[src/rtl/snd_pdm_out.sv]
// snd_pdm_out -- audio output stage for the board's RC-filtered audio pin.
// Holds each incoming sample, smooths it with a first-order IIR low-pass
// (coefficient 2^-FILT_SHIFT per ce pulse) and drives a first-order
// sigma-delta bitstream. A watchdog returns the output to mid-scale when the
// sample stream stops, and mute pulls the filter target to zero.
//
// Ports:
//   clk32         in   system clock, all state on rising edge
//   _reset        in   synchronous active-low reset
//   ce            in   filter clock enable
//   sample_in     in   11-bit signed sample, valid with sample_strobe
//   sample_strobe in   single-cycle capture pulse
//   mute          in   level-sensitive, forces filter target to 0
//   pdm_out       out  registered sigma-delta bitstream
//   level_out     out  registered filtered level (signed 11-bit)
//   active        out  1 while samples keep arriving within TIMEOUT
module snd_pdm_out #(
   parameter int FILT_SHIFT = 4,
   parameter int TIMEOUT    = 4096
) (
   input  logic               clk32,
   input  logic               _reset,
   input  logic               ce,
   input  logic signed [10:0] sample_in,
   input  logic               sample_strobe,
   input  logic               mute,
   output logic               pdm_out,
   output logic signed [10:0] level_out,
   output logic               active
);

   localparam int AW = 12 + FILT_SHIFT;
   localparam int TW = $clog2(TIMEOUT + 1);
   localparam logic [TW-1:0] TMAX  = TW'(TIMEOUT);
   localparam logic [TW-1:0] TLAST = TW'(TIMEOUT - 1);

   logic signed [10:0]   hold;
   logic [TW-1:0]        tcnt;
   logic signed [AW-1:0] acc;
   logic [10:0]          sd_acc;

   logic signed [10:0]   target;
   logic signed [10:0]   y;
   logic signed [10:0]   y_next;
   logic signed [AW-1:0] acc_next;
   logic [10:0]          u;
   logic [11:0]          sum;

   always_comb begin
      target   = mute ? 11'sd0 : hold;
      // Arithmetic shift followed by truncation to 11 bits is just a bit slice.
      y        = acc[FILT_SHIFT +: 11];
      acc_next = acc + {{(AW-11){target[10]}}, target} - {{(AW-11){y[10]}}, y};
      y_next   = acc_next[FILT_SHIFT +: 11];
      // Offset-binary view of the level: 0 maps to mid-scale 1024.
      u        = {~level_out[10], level_out[9:0]};
      sum      = {1'b0, sd_acc} + {1'b0, u};
   end

   always_ff @(posedge clk32) begin
      if (!_reset) begin
         hold      <= '0;
         tcnt      <= '0;
         active    <= 1'b0;
         acc       <= '0;
         level_out <= '0;
         sd_acc    <= '0;
         pdm_out   <= 1'b0;
      end else begin
         // Capture beats the watchdog when both land on the same edge.
         if (sample_strobe) begin
            hold   <= sample_in;
            tcnt   <= '0;
            active <= 1'b1;
         end else if (tcnt != TMAX) begin
            tcnt <= tcnt + 1'b1;
            if (tcnt == TLAST) begin
               hold   <= '0;
               active <= 1'b0;
            end
         end

         if (ce) begin
            acc       <= acc_next;
            level_out <= y_next;
         end

         // Carry out of the 11-bit accumulator is the output bit.
         sd_acc  <= sum[10:0];
         pdm_out <= sum[11];
      end
   end

endmodule

[config.mk]
export PLATFORM = sky130hd
export DESIGN_NAME = snd_pdm_out
export DESIGN_NICKNAME = d
export VERILOG_FILES = /design/src/rtl/snd_pdm_out.sv
export SDC_FILE = /design/constraint.sdc
export NUM_CORES = 1
export LEC_CHECK = 0
export CAP_MARGIN = 20
export CORE_MARGIN = 2
export CORE_UTILIZATION = 35
export DETAILED_ROUTE_END_ITERATION = 8
export GPL_TIMING_DRIVEN = 1
export SETUP_SLACK_MARGIN = 0.4
export SLEW_MARGIN = 20
export SYNTH_ARGS = -nofsm -noshare
export SYNTH_HDL_FRONTEND = slang
export SYNTH_SLANG_ARGS = --single-unit
[constraint.sdc]
create_clock -name clk32 -period 5.2 [get_ports clk32]
set_input_delay 1.56 -clock clk32 [delete_from_list [all_inputs] [get_ports clk32]]
set_output_delay 1.56 -clock clk32 [all_outputs]
set_load 0.02 [all_outputs]
# == Word level (Yosys, flattened, before mapping) ==
# Cells that the tools add are included.
# op_classes
mux,7
n_addsub,4
bitwise,2
reduce_logical,4
eq_ne,2
# op_table
op,count
$mux 11,4
$add 16x16->16,1
$sub 16x16->16,1
$add 13x1->13 const B,1
$eq 13x12->1 const B,1
$ne 13x13->1 const B,1
$add 11x11->12,1
$reduce_bool 2->1,2
$mux 1,3
$not 1->1,2
$reduce_and 2->1,1
$reduce_or 2->1,1
# word_totals
wordCells,26
ff_bits,64

# == Longest topological paths before layout ==
# Gate-level depths: netlist (run 1).
# depth
ltp_word,4
ltp_mapped,12

# == Worst setup path before layout (run 1) ==
# OpenSTA, ideal clock, no wires.
# synth_timing
path_kind,input -> register
startpoint,input mute
endpoint,register acc[14]
t_required_ns,5.121
path_stages,11
arrival_time_ns,4.011
path_slack_ns,1.110
setup_ns,0.079
cell_sequence,clkbuf_1 -> nand2b_1 -> fa_1 -> inv_1 -> fa_1 -> a21o_1 -> a2111oi_2 -> nor3_1 -> or2_1 -> a211o_1 -> o211ai_1
# synth_between
elab_chain_cells,3
# synth_lines
item,line_no,rtl
from (decl),26,"input logic mute,"
$mux 11,50,target = mute ? 11'sd0 : hold;
$add 16x16->16,53,"acc_next = acc + {{(AW-11){target[10]}}, target} - {{(AW-11){y[10]}}, y};"
$sub 16x16->16,53,
to (signal assigned),84,acc <= acc_next;
to (decl),39,logic signed [AW-1:0] acc;
# No other way between the ends.
# A chain may end at the register's enable or synchronous reset.

# == Worst setup path after layout (run 1) ==
# Same ends and word-level chain as after synthesis.

==> flow_summary.toml, run 1 <==
[run_status]
status = "complete, no violations"

[setup_path]
crit_slowest_cell = "clkdlybuf4s50_1"
crit_start = "mute"
crit_end = "acc[14]"
crit_path_frequent_cell = "fa_1"
cp.arrival_ns = 4.67
cp-start-kind = "input pin"
rr_worst_depth = 9
cpPeakStageDelay_ns = 0.52
rr_startpoint = "level_out[1]"
critPathMaxFanout = 11
worst-r2r-setup-slack_ns = 2.26
r2r-end = "acc[14]"
critPathRequiredTime_ns = 5.43
endpoint_kind = "flip-flop"
crit_type = "input pin to flip-flop"
path_cells = "clkdlybuf4s50_1, nand2b_1, fa_1, inv_1, fa_1, a21o_1, a2111oi_2, nor3_1, or2_1, a211o_1, o211ai_1"

[place]
dp_hpwl_um = 5160
gp_congestion = 0.872
placed_cells = 561
place_ws_ns = 0.431
port_buffers = 28

[clocking]
cts-htree-levels = 2
clkLatencyLatePin_ns = 0.30
cts_made_buffers = 5
root_buffer = "clkbuf_8"
cts_tree = "built"
clockBufferDepth = 2
postCtsSetupBuffers = 0
cts_hold_buf = 0
clk_pin_slew_ns = 0.10
cts_resized = 0
cts.sinks = 52

[logic_synthesis]
synthesis.area_mm2 = 0.00358
postSynthNetCount = 480
synth_area_per_cell_um2 = 8.51
synth-async-reset-ratio = 0
synth.largest_area_cell = "dfxtp_1"
syn_inst = 421
synth_edf_count = 0
seq_area_frac_synth = 0.291
ys_seq_elements = 52
synth_top_area_frac = 0.291
synth_area_leaders = "dfxtp_1 29%, ha_1 9.8%, fa_1 8.4%, inv_1 5.1%, xnor2_1 3.7%"
synth_ff_type = "dfxtp_1"
synth_warnings = 0
synth_cell_types = 51

[cells_and_area]
area_growth_syn_to_layout_pct = 12.4
instances_no_fill = 569
fin_util = 0.408
fill_cells = 998
fin_nets = 494
num_antenna_cells = 0
layout-drive-gt1-share = 0.0321

[sta]
worst_pin_slew_ns = 0.619
rsz0062_at_grt = "no"
fin_hold_ws_ns = 0.496
final-max-slew-violation-count = 0
slew_headroom = 0.586
hold_viol_final = 0
fin_skew_ns = 0.00451
layout_min_cycle_time_ns = 4.45
timing.fmax_ghz = 0.225
finalSetupViolCount = 0
setup_ws_ns = 0.752
fin_crit_sh = 0.855
setup-tns-final_ns = 0

[pwr]
power_density_mw_per_mm2 = 582
power.leakage_uw = 0.00174
peakVddDrop_v = 0.000191

[floorplanning]
die_y_um = 105
die_area_mm2 = 0.0111
initial_core_util = 0.363
core-area_mm2 = 0.00986
die_w_um = 105
pin_count = 29
num_rows = 36

[route]
avgRoutedWirePerCell_um = 11.8
via_count = 2727
drt_first_pass_iters = 4
first_iter_violations = 93
ant_nets = 0
wirelength_um = 6690
routed_via_density = 4.79
drc = 0

[global_routing]
overflow = 0
antenna_found_initial = 0
grt_use_total = 0.129
grt_start_max_net_pins = 43
grt_pass1_wl_um = 11900
grt_pass1_vias = 2601

[hold_path]
hp-class = "flip-flop to flip-flop"

[flow_run]
drv_cap = 0
-- layout make-up --
cell class                      instances  area [um^2]  area share
Clock inverter                          3         42.5      0.0106
Tap cell                              133          166      0.0413
Multi-Input combinational cell        297         2230       0.554
Inverter                               49          184      0.0457
Clock buffer                            5         68.8      0.0171
Sequential cell                        52         1040       0.258
Timing Repair Buffer                   30          295      0.0733
-- Yosys cell counts, types with 2 or more instances --
library cell,count
nor3_1,2
clkbuf_1,9
nand3_1,10
a21o_1,11
fa_1,15
buf_4,11
nor2b_1,8
a21boi_1,2
and3_1,4
buf_1,2
xnor2_1,15
nand2_1,31
o21a_1,3
nor4_1,2
a211oi_1,3
and2_1,12
a21boi_0,11
nor3b_1,2
a21oi_1,25
a211o_1,2
nor2_1,26
nand3b_1,13
ha_1,28
inv_1,49
dfxtp_1,52
o211ai_1,3
mux2i_1,6
or3_1,6
o21ai_0,13
xor2_1,10
o22ai_1,2
nand2b_1,14
-- report_power, final --
part	internal, uW	switching, uW	leakage (uW)
registers	489	97.8	0.000427
logic	686	793	0.00125
clock network	143	136	0.0000541
-- worst min-delay path by stage --
stage              from        to  slack, ns  depth (start not counted)
2_1_floorplan    acc[2]    acc[2]       0.45                          1
3_3_place_gp     acc[2]    acc[2]       0.47                          1
3_5_place_dp     acc[2]    acc[2]       0.48                          1
4_1_cts        tcnt[12]  tcnt[12]       0.50                          2
5_1_grt         hold[6]   hold[6]       0.52                          2
6_report       tcnt[12]  tcnt[12]       0.50                          2
-- metrics by stage --
stage	cell area (um^2)	power (uW)
floorplan	3580	1780
global placement	3920	2040
detailed placement	3920	2070
CTS	4030	2360
global route	4030	2590
finish	4030	2340
-- kinds of logic (layout without fill, tap and decap cells) --
| family | after synthesis | after routing | synth area share |
|---|---|---|---|
| simple gates | 134 | 134 | 0.196 |
| compound gates | 88 | 88 | 0.163 |
| buf+inv | 72 | 87 | 0.0873 |
| flops | 52 | 52 | 0.291 |
| fa+ha+maj | 43 | 43 | 0.182 |
| xor+xnor | 25 | 25 | 0.0611 |
| mux | 7 | 7 | 0.0199 |
-- sequential cells by signal, summed over array words and instances, names as in the netlist --
| signal | count |
|---|---|
| hold | 11 |
| sd_acc | 11 |
| pdm_out | 1 |
| level_out | 10 |
| acc | 5 |
| tcnt | 13 |
| active | 1 |
-- layout by cell type (no fill, tap or decap), drive strengths merged, types with 2 or more instances in the layout --
cell           synthesis  layout
dfxtp                 52      52
inv                   49      49
nand2                 31      31
ha                    28      28
clkdlybuf4s50          0      28
nor2                  26      26
a21oi                 25      25
xnor2                 15      15
fa                    15      15
o21ai                 15      15
nand2b                14      14
nand3b                13      13
and2                  13      13
a21boi                13      13
a21o                  11      11
xor2                  10      10
nand3                 10      10
nor2b                  8       8
mux2i                  6       6
or3                    6       6
clkbuf                 9       5
and3                   4       4
o21a                   3       3
a211oi                 3       3
o211ai                 3       3
a211o                  2       2
o22ai                  2       2
nor3                   2       2
nor4                   2       2
nor3b                  2       2
buf                   14       2
-- per-layer routing --
metal | track usage | share of wire | vias to the layer above
met2 | 0.204 | 0.43 | 41
met3 | 0.0256 | 0.029 | 4
li1 | - | - | 1421
met1 | 0.184 | 0.54 | 1261
met5 | 0 | 0 | -
met4 | 0.0238 | 0.0057 | 0
-- critical path, delay by kind of cell --
kind	cells	cell delay (ns)
buffers and inverters	2	0.59
AOI/OAI and AO/OA	4	0.97
adders and majority gates	2	0.94
and+or+nand+nor	3	0.61
Note: power is estimated with default switching activity, not from simulation.
==> run 2, diff against run 1 <==
- ABC_CLOCK_PERIOD_IN_PS: default -> 5200
==> results of run 2 <==
Final layout, timing and power as in run 1 (identical DEF).
==> run 3, diff against run 2 <==
- ABC_AREA: default -> 1
- GPL_ROUTABILITY_DRIVEN: default -> 1
==> run 3 against run 2 <==
Compared with the run above:
- area after synthesis increased by 8.3%
- final area increased by 6.7%
- sequential power is essentially flat
- total power grew 14%
- critical path type unchanged
==> flow_summary.toml, run 3 <==
[run_status]
status = "complete, no violations"

[setup_path]
path_buf_inv = 4
cpPeakStageDelay_ns = 0.55
path_cells = "clkdlybuf4s50_1, inv_1, nand2_1, fa_1, inv_1, ha_1, nand2_1, nor2_2, inv_1, nor2_2, nand2_1, nand3_1, nand2_1, nor2_1, nor2_1"
worst-r2r-setup-slack_ns = 2.60
crit_type = "input pin to flip-flop"
crit_path_frequent_cell = "nand2_1"
cp.arrival_ns = 4.25
rr_startpoint = "level_out[1]"
crit_slowest_cell = "fa_1"
cp_top_family = "simple AND/OR/NAND/NOR gates"
critPathRequiredTime_ns = 5.41
crit_end = "level_out[9]"
cp_num_cells = 15
crit_start = "mute"
cp-start-kind = "input pin"
r2r-end = "level_out[6]"
endpoint_kind = "flip-flop"
critPathMaxFanout = 11
rr_worst_depth = 13

[place]
dp_hpwl_um = 6900
port_buffers = 28
gp_congestion = 0.918

[clocking]
cts_hold_buf = 0
cts.sinks = 52
cts-htree-levels = 2
clk_pin_slew_ns = 0.10
clkLatencyLatePin_ns = 0.32
clockBufferDepth = 2
postCtsSetupBuffers = 0
cts_tree = "built"
cts_resized = 0
cts_made_buffers = 5
root_buffer = "clkbuf_8"

[sta]
final-max-slew-violation-count = 0
finalSetupViolCount = 0
slew_headroom = 0.565
setup-tns-final_ns = 0
hold_viol_final = 0
fin_skew_ns = 0.0167
layout_min_cycle_time_ns = 4.04
timing.fmax_ghz = 0.247
rsz0062_at_grt = "no"
fin_crit_sh = 0.777
worst_pin_slew_ns = 0.651

[logic_synthesis]
synth_area_leaders = "dfxtp_1 27%, nand2_1 13%, inv_1 11%, ha_1 9.0%, fa_1 7.7%"
synth_xor_area_frac = 0.0203
synth_area_per_cell_um2 = 6.96
synthesis.area_mm2 = 0.00388
synthAdderAreaFrac = 0.168
synth-simple-area-share = 0.267
synth_mux_area_frac = 0
synth-async-reset-ratio = 0
netlist_top_cells_count = "132 x nand2_1, 111 x inv_1, 52 x dfxtp_1"
ys_seq_elements = 52
synth_top_area_frac = 0.268
synth_warnings = 0
syn_inst = 558
synth_ff_type = "dfxtp_1"
synth-compound-area-share = 0.132
synth.largest_area_cell = "dfxtp_1"
postSynthNetCount = 617
synth_edf_count = 0
synth_cell_types = 33
synth_top_family_by_area = "simple AND/OR/NAND/NOR gates"
synth_most_common_cell = "nand2_1"
seq_area_frac_synth = 0.268

[floorplanning]
num_rows = 38
core-area_mm2 = 0.0108
die_area_mm2 = 0.0120
die_w_um = 109
die_y_um = 109
pin_count = 29
initial_core_util = 0.358

[pwr]
power_uw = 2660
power_density_mw_per_mm2 = 620
peakVddDrop_v = 0.000179
power.leakage_uw = 0.00211

[cells_and_area]
layout_commonest_cell = "nand2_1"
layout-drive-gt1-share = 0.0732
num_antenna_cells = 0
top_register = "tcnt"
largest_reg_flops = 13
fin_util = 0.396
layout_common_cells = "132 x nand2_1, 111 x inv_1, 52 x dfxtp_1"
area_growth_syn_to_layout_pct = 10.7
reg_top3 = "tcnt (13), hold (11), sd_acc (11)"
fin_nets = 632

[global_routing]
grt_use_total = 0.152
grt_pass1_wl_um = 14400
overflow = 0
grt_pass1_vias = 3169
grt_start_max_net_pins = 23
antenna_found_initial = 0

[route]
ant_nets = 0
avgRoutedWirePerCell_um = 12.0
drc = 0
routed_via_density = 4.62
first_iter_violations = 119
drt_first_pass_iters = 5
wirelength_um = 8580
via_count = 3296

[hold_path]
hp-class = "flip-flop to flip-flop"

[flow_run]
drv_cap = 0
[run 3: changes by cell type in the layout (fill, tap and decap cells not counted), moves of 14 or more]
cell,delta
nand2_1,+101
nand3_1,+20
nand2b_1,-14
a21oi_1,+24
inv_1,+62
[run 3: worst min path at each step]
stage	start	to	cells after the start
after floorplan	tcnt[12]	tcnt[12]	2
after global placement	tcnt[12]	tcnt[12]	2
after detailed placement	tcnt[12]	tcnt[12]	2
after CTS	tcnt[12]	tcnt[12]	2
after global routing	hold[2]	hold[2]	2
final	tcnt[12]	tcnt[12]	2
[run 3: power breakdown]
part	total [uW]	switching (uW)	internal [uW]
combinational	1830	1140	690
clock	245	148	96.4
sequential	590	97.5	493
[run 3: logic make-up (layout without fill, tap and decap cells)]
logic type	count (synthesis)	count (layout)
flops	52	52
simple gates	228	228
xor+xnor	9	9
buf+inv	135	151
fa+ha+maj	43	43
compound gates	91	91
[run 3: layout make-up]
class                           count  area, um^2
Clock inverter                      2        16.3
Tap cell                          140         175
Clock buffer                        6        72.6
Timing Repair Buffer               29         288
Sequential cell                    52        1040
Inverter                          114         428
Multi-Input combinational cell    371        2280
Fill cell                        1129        6540
[run 3: per-stage QoR]
| step | cell area (um^2) | setup slack, ns | hold WS, ns | cells |
|---|---|---|---|---|
| 6_report | 4300 | 1.16 | 0.474 | 714 |
| 5_1_grt | 4300 | 0.926 | 0.506 | 714 |
| 4_1_cts | 4300 | 1.18 | 0.478 | 714 |
| 3_5_place_dp | 4210 | 0.821 | 0.460 | 706 |
| 3_3_place_gp | 4210 | 0.861 | 0.447 | 706 |
| 2_1_floorplan | 3880 | 1.50 | 0.439 | 558 |
[run 3: per-layer routing]
layer / track usage / wire (um) / share of wire
met5: 0 / 0 / 0
met3: 0.0225 / 286 / 0.033
met2: 0.259 / 4180 / 0.49
met1: 0.197 / 4010 / 0.47
met4: 0.0524 / 97 / 0.011
[run 3: worst register-to-register path, delay by kind of cell, from the launching register on]
family / cells / cell delay (ns)
AND/OR/NAND/NOR: 8 / 0.88
flip-flops: 1 / 0.54
buffers and inverters: 3 / 0.21
adder cells (fa/ha/maj): 2 / 0.88
